File: src/rtl/dm_ram_be.sv
// dm_ram_be: parametrised byte-addressable data memory with byte/half/word access and sign/zero extension.
// Latency: stores commit at the accepting edge; loads return M_R_Data/M_R_Valid registered at the accepting edge.
// Backpressure: Mem_Ready is low for the DEPTH-cycle post-reset clear sweep; afterwards one access is accepted every cycle.
//
// Ports:
//   clk_dm        memory clock, all state updates on the rising edge
//   rst_n         asynchronous active-low reset
//   Mem_Req       access request, only taken while Mem_Ready=1
//   Mem_Write     1=store, 0=load
//   Mem_Size      00=byte, 01=half, 10=word, 11=illegal
//   Mem_Unsigned  loads: 1=zero-extend, 0=sign-extend
//   DM_Addr       byte address (word index = [ADDR_W-1:2], lane = [1:0], little-endian)
//   M_W_Data      store data, low bytes used for byte/half stores
//   Mem_Ready     block accepts a request this cycle
//   M_R_Data      extended load result, held until the next load completes
//   M_R_Valid     one-cycle strobe, M_R_Data is new
//   Mem_Misalign  one-cycle strobe, the accepted request was misaligned or illegal
module dm_ram_be #(
    parameter int          DEPTH   = 64,
    parameter int          ADDR_W  = 8,
    parameter logic [31:0] CLR_VAL = 32'h0000_0000
) (
    input  logic              clk_dm,
    input  logic              rst_n,
    input  logic              Mem_Req,
    input  logic              Mem_Write,
    input  logic [1:0]        Mem_Size,
    input  logic              Mem_Unsigned,
    input  logic [ADDR_W-1:0] DM_Addr,
    input  logic [31:0]       M_W_Data,
    output logic              Mem_Ready,
    output logic [31:0]       M_R_Data,
    output logic              M_R_Valid,
    output logic              Mem_Misalign
);

    // DEPTH must be a power of two and ADDR_W = log2(DEPTH)+2.
    localparam int IDX_W = ADDR_W - 2;

    localparam logic [0:0] ST_CLEAR = 1'b0;
    localparam logic [0:0] ST_IDLE  = 1'b1;

    localparam logic [IDX_W-1:0] LAST_IDX = IDX_W'(DEPTH - 1);
    localparam logic [IDX_W-1:0] ONE_IDX  = IDX_W'(1);

    // ------------------------------------------------------------------
    // State
    // ------------------------------------------------------------------
    logic [0:0]       state_q, state_d;
    logic [IDX_W-1:0] cnt_q, cnt_d;
    logic [31:0]      rdata_q, rdata_d;
    logic             rvld_q, rvld_d;
    logic             mis_q, mis_d;

    // Storage array: deliberately not reset, the clear sweep defines it.
    logic [31:0]      mem_q [DEPTH];

    // ------------------------------------------------------------------
    // Request decode
    // ------------------------------------------------------------------
    logic [IDX_W-1:0] widx;
    logic [1:0]       lane;
    logic             accept;
    logic             misalign;
    logic             do_st;
    logic             do_ld;
    logic             clr_we;

    assign widx   = DM_Addr[ADDR_W-1:2];
    assign lane   = DM_Addr[1:0];
    assign accept = Mem_Req && (state_q == ST_IDLE);

    always_comb begin
        misalign = 1'b0;
        case (Mem_Size)
            2'b00:   misalign = 1'b0;
            2'b01:   misalign = lane[0];
            2'b10:   misalign = |lane;
            default: misalign = 1'b1;
        endcase
    end

    assign do_st  = accept && !misalign && Mem_Write;
    assign do_ld  = accept && !misalign && !Mem_Write;
    // While rst_n is low this keeps rewriting word 0 with CLR_VAL, which
    // the sweep after deassertion does anyway, so it is harmless.
    assign clr_we = (state_q == ST_CLEAR);

    // ------------------------------------------------------------------
    // Store lane enables and lane-replicated write data
    // ------------------------------------------------------------------
    logic [3:0]  be;
    logic [31:0] wdat;

    always_comb begin
        be   = 4'b0000;
        wdat = M_W_Data;
        case (Mem_Size)
            2'b00: begin
                be   = 4'b0001 << lane;
                wdat = {4{M_W_Data[7:0]}};
            end
            2'b01: begin
                be   = lane[1] ? 4'b1100 : 4'b0011;
                wdat = {2{M_W_Data[15:0]}};
            end
            2'b10: begin
                be   = 4'b1111;
                wdat = M_W_Data;
            end
            default: begin
                be   = 4'b0000;
                wdat = M_W_Data;
            end
        endcase
    end

    always_ff @(posedge clk_dm) begin
        if (clr_we) begin
            mem_q[cnt_q] <= CLR_VAL;
        end else if (do_st) begin
            for (int b = 0; b < 4; b++) begin
                if (be[b]) begin
                    mem_q[widx][b*8 +: 8] <= wdat[b*8 +: 8];
                end
            end
        end
    end

    // ------------------------------------------------------------------
    // Load lane extraction and extension
    // ------------------------------------------------------------------
    logic [31:0] rword;
    logic [7:0]  bsel;
    logic [15:0] hsel;
    logic [31:0] ld_ext;

    assign rword = mem_q[widx];

    always_comb begin
        bsel   = rword[{lane, 3'b000} +: 8];
        hsel   = lane[1] ? rword[31:16] : rword[15:0];
        ld_ext = rword;
        case (Mem_Size)
            2'b00:   ld_ext = {{24{bsel[7] & ~Mem_Unsigned}}, bsel};
            2'b01:   ld_ext = {{16{hsel[15] & ~Mem_Unsigned}}, hsel};
            default: ld_ext = rword;
        endcase
    end

    // ------------------------------------------------------------------
    // Control next state
    // ------------------------------------------------------------------
    always_comb begin
        state_d = state_q;
        cnt_d   = cnt_q;
        rdata_d = rdata_q;
        rvld_d  = 1'b0;
        mis_d   = 1'b0;
        case (state_q)
            ST_CLEAR: begin
                cnt_d = cnt_q + ONE_IDX;
                if (cnt_q == LAST_IDX) begin
                    state_d = ST_IDLE;
                    cnt_d   = '0;
                end
            end
            default: begin
                if (do_ld) begin
                    rdata_d = ld_ext;
                    rvld_d  = 1'b1;
                end
                mis_d = accept && misalign;
            end
        endcase
    end

    always_ff @(posedge clk_dm or negedge rst_n) begin
        if (!rst_n) begin
            state_q <= ST_CLEAR;
            cnt_q   <= '0;
            rdata_q <= '0;
            rvld_q  <= 1'b0;
            mis_q   <= 1'b0;
        end else begin
            state_q <= state_d;
            cnt_q   <= cnt_d;
            rdata_q <= rdata_d;
            rvld_q  <= rvld_d;
            mis_q   <= mis_d;
        end
    end

    // Mem_Ready is decoded from the reset-cleared state so it also drops
    // asynchronously with rst_n.
    assign Mem_Ready    = (state_q == ST_IDLE);
    assign M_R_Data     = rdata_q;
    assign M_R_Valid    = rvld_q;
    assign Mem_Misalign = mis_q;

endmodule
File: config.mk
export PLATFORM = sky130hd
export DESIGN_NAME = dm_ram_be
export DESIGN_NICKNAME = d
export VERILOG_FILES = /design/src/rtl/dm_ram_be.sv
export SDC_FILE = /design/constraint.sdc
export NUM_CORES = 2
export LEC_CHECK = 0
export ABC_AREA = 1
export CAP_MARGIN = 20
export CELL_PAD_IN_SITES_DETAIL_PLACEMENT = 1
export CELL_PAD_IN_SITES_GLOBAL_PLACEMENT = 2
export CORE_MARGIN = 1.5
export CORE_UTILIZATION = 44
export CTS_CLUSTER_SIZE = 16
export DETAILED_ROUTE_END_ITERATION = 10
export GPL_TIMING_DRIVEN = 1
export PLACE_DENSITY_LB_ADDON = 0.25
export SLEW_MARGIN = 25
export SYNTH_ARGS = -nofsm -noshare
export SYNTH_HDL_FRONTEND = slang
export SYNTH_SLANG_ARGS = --single-unit
File: constraint.sdc
create_clock -name clk_dm -period 6 [get_ports clk_dm]
set_input_delay 1.8 -clock clk_dm [delete_from_list [all_inputs] [get_ports clk_dm]]
set_output_delay 1.8 -clock clk_dm [all_outputs]
set_load 0.02 [all_outputs]
==> flow_summary.yaml <==
finish:
  nFillCells: 19400
  multi_input_area_mm2: 0.0199
  nets: 7341
  utilization: 0.517
  drive_above_1_share: 0.122
  final_area_mm2: 0.0984
  area_delta_synth_final_pct: 16.5
  seq_area_mm2: 0.0625
logic_synthesis:
  synth_cell_types: 32
  avgSynthCellArea_um2: 12.1
  seq_area_frac_synth: 0.740
  synth_warnings: 0
  synthCells: 6973
  ys_ff_latch: 2089
  synth_area_mm2: 0.0844
  synth_fp_nets: 7021
place:
  place_congestion: 0.888
  numPortBuffers: 81
  dp_hpwl_mm: 183
  dpl-instance-area_mm2: 0.0915
drt:
  vias: 59000
  drc: 0
  drt-vias-per-instance: 5.89
  detail_route.wl_per_cell_um: 28.9
  drt_wl_total_mm: 289
  postRouteAntennaNets: 0
  top_layer: "met5"
  drt_iter0_markers: 6473
  drtPass1Iterations: 5
  drt-met1-wl_mm: 123
  route.met3.wl_mm: 21.2
  wl_met2_mm: 134
critical_path:
  start_kind: "input port"
  path_cells: "clkdlybuf4s50_1, inv_1, a21oi_1, a21oi_1, nand3_1, nor2_2, buf_4, or2_2, o21ai_1, inv_1, nand2_1, nor2_1, buf_4, nand2_1, nor2_1, buf_4"
  worst_path_max_delay_cell: "nand2_1"
  timing.rr.end: "mem_q[11][18]"
  crit_required_ns: 6.55
  endpoint_kind: "register"
  critPathMaxStageDelay_ns: 0.60
  regToRegStartpoint: "Mem_Ready"
  arrival_ns: 5.89
  crit_type: "in -> reg"
  cp_num_buf_inv: 6
  rr_worst_depth: 12
  cp_max_fo: 14
  cp_common_cell: "buf_4"
  rrSetupSlack_ns: 1.77
  crit_family: "simple AND/OR/NAND/NOR gates"
floorplanning:
  die_height_um: 441
  ioPinCount: 82
  dieArea_mm2: 0.195
  initial_core_util: 0.444
  dieWidth_um: 441
  core_region_area_mm2: 0.190
  rows: 160
sta:
  slew_viol_final: 0
  relSlewSlack: 0.193
  layout_min_cycle_time_ns: 5.33
  layout_worst_path_cycle_share: 0.889
  rsz0062_at_grt: "false"
  worst_pin_slew_ns: 1.21
  setup_violations: 0
  fin_worst_skew_ns: 0.0331
  hold_viol: 0
  max_freq_ghz: 0.187
cts:
  root_buffer: "clkbuf_16"
  cts_setup_buffers: 0
  cts_hold_buf: 0
  clkSlewWorstSetupHoldPaths_ns: 0.06
  clk_latency_ns: 0.86
  htreeDepth: 4
  cts_buffers: 215
  cts_resized: 0
  cts_buffer_depth: 3
  cts_tree: "done"
  cts.sinks: 2089
global_routing:
  overflow: 0
  antenna_found_initial: 20
  grt_pass1_vias: 59400
  track_usage: 0.297
  grt_pass1_wl_mm: 418
  grt_start_max_net_pins: 128
pwr:
  leakagePower_nw: 30.9
  power_density_mw_per_mm2: 309
  ir_worst_vdd_mv: 0.242
min_path:
  holdPathEnd: "M_R_Data[15]"
  hold_depth: 2
  min_from: "M_R_Data[15]"
  hold_path_class: "reg -> reg"
job:
  drv_cap: 0
run_status:
  outcome: "completed"
## area by class of cell
class | count | area share
sequential | 2089 | 0.636
clock inverter | 131 | 0.0105
inverter | 96 | 0.00394
tap | 2511 | 0.0319
clock buffer | 272 | 0.0588
timing repair buffer | 589 | 0.0564
antenna | 15 | 0.000382
multi-input combinational | 4302 | 0.202
## worst max-delay path by stage
stage	end	startpoint	slack, ns	cells after the start
final	mem_q[11][18]	DM_Addr[1]	0.67	16
after global routing	mem_q[11][16]	DM_Addr[1]	0.55	16
after CTS	mem_q[37][3]	DM_Addr[1]	0.88	15
after detailed placement	mem_q[37][0]	DM_Addr[1]	0.003	15
after global placement	mem_q[37][24]	DM_Addr[1]	0.01	15
after floorplan	mem_q[0][16]	Mem_Size[1]	-0.24	8
## kinds of logic after synthesis
kind of cell               after synthesis  synth area share
AOI/OAI and AO/OA                     1426            0.0924
xor gates and xnor gates                 3          0.000311
adders and majority gates                1          0.000148
buffers and inverters                  582            0.0278
DFF                                   2089             0.740
and+or+nand+nor                       2872             0.139
## power breakdown
group / leakage, nW / total (W) / internal (W) / switching (W)
Clock: 3.34 / 0.0131 / 0.00739 / 0.00571
Sequential: 14.8 / 0.0158 / 0.0158 / 0
Combinational: 12.7 / 0.00153 / 0.000399 / 0.00113
Total: 30.9 / 0.0304 / 0.0236 / 0.00684
## through the flow
stage	setup TNS, ns	power (W)	hold slack (ns)	setup slack (ns)	instances
after CTS	0	0.0306	0.509	0.883	9990
after global routing	0	0.0311	0.538	0.551	9990
final	0	0.0304	0.505	0.665	10000
after global placement	0	0.0176	0.473	0.0111	9587
after floorplan	-108.41	0.0169	0.479	-0.242	6973
after detailed placement	0	0.0176	0.492	0.00295	9587
## cells in the mapped netlist, drive strengths merged
library cell | instances | share of area
a211oi | 7 | 0.00062
a21oi | 36 | 0.0022
a22oi | 1 | 0.000089
a31oi | 2 | 0.00015
and3 | 1 | 0.000074
buf | 170 | 0.0095
clkbuf | 316 | 0.014
clkinv | 3 | 0.00013
dfrtp | 41 | 0.012
edfxtp | 2048 | 0.73
ha | 1 | 0.00015
inv | 93 | 0.0041
nand2 | 950 | 0.042
nand3 | 656 | 0.039
nor2 | 1238 | 0.056
nor3 | 1 | 0.000059
o21ai | 931 | 0.055
o21bai | 1 | 0.000089
o221ai | 22 | 0.0023
o22ai | 426 | 0.032
or2 | 26 | 0.0019
xnor2 | 1 | 0.00010
xor2 | 2 | 0.00021
## worst min-delay path, stage by stage, from the launching register on
cell     delay (ns)
dfrtp_1        0.35
nand2_1        0.06
nand2_1        0.06
## cells in the final DEF (no fill, tap or decap), types with 46 or more instances in the layout
cell	n
edfxtp_1	2048
nor2_1	1198
nand2_1	949
o21ai_0	924
nand3_1	656
buf_4	437
o22ai_1	426
clkbuf_16	222
inv_1	82
clkdlybuf4s50_1	74
buf_12	73
clkinv_1	56
clkbuf_1	46
## flip-flops by register name (all words and copies together), names as in the netlist
signal and flops:
Mem_Misalign 1, M_R_Data 32, mem_q 2048, Mem_Ready 1, cnt_q 6, M_R_Valid 1
## metal layers
layer,GRT usage,vias to the layer above
met4,0.114,16
met2,0.465,2249
met5,0,-
met3,0.0494,460
met1,0.416,30300
li1,-,25900
Note: power is estimated with default switching activity, not from simulation.
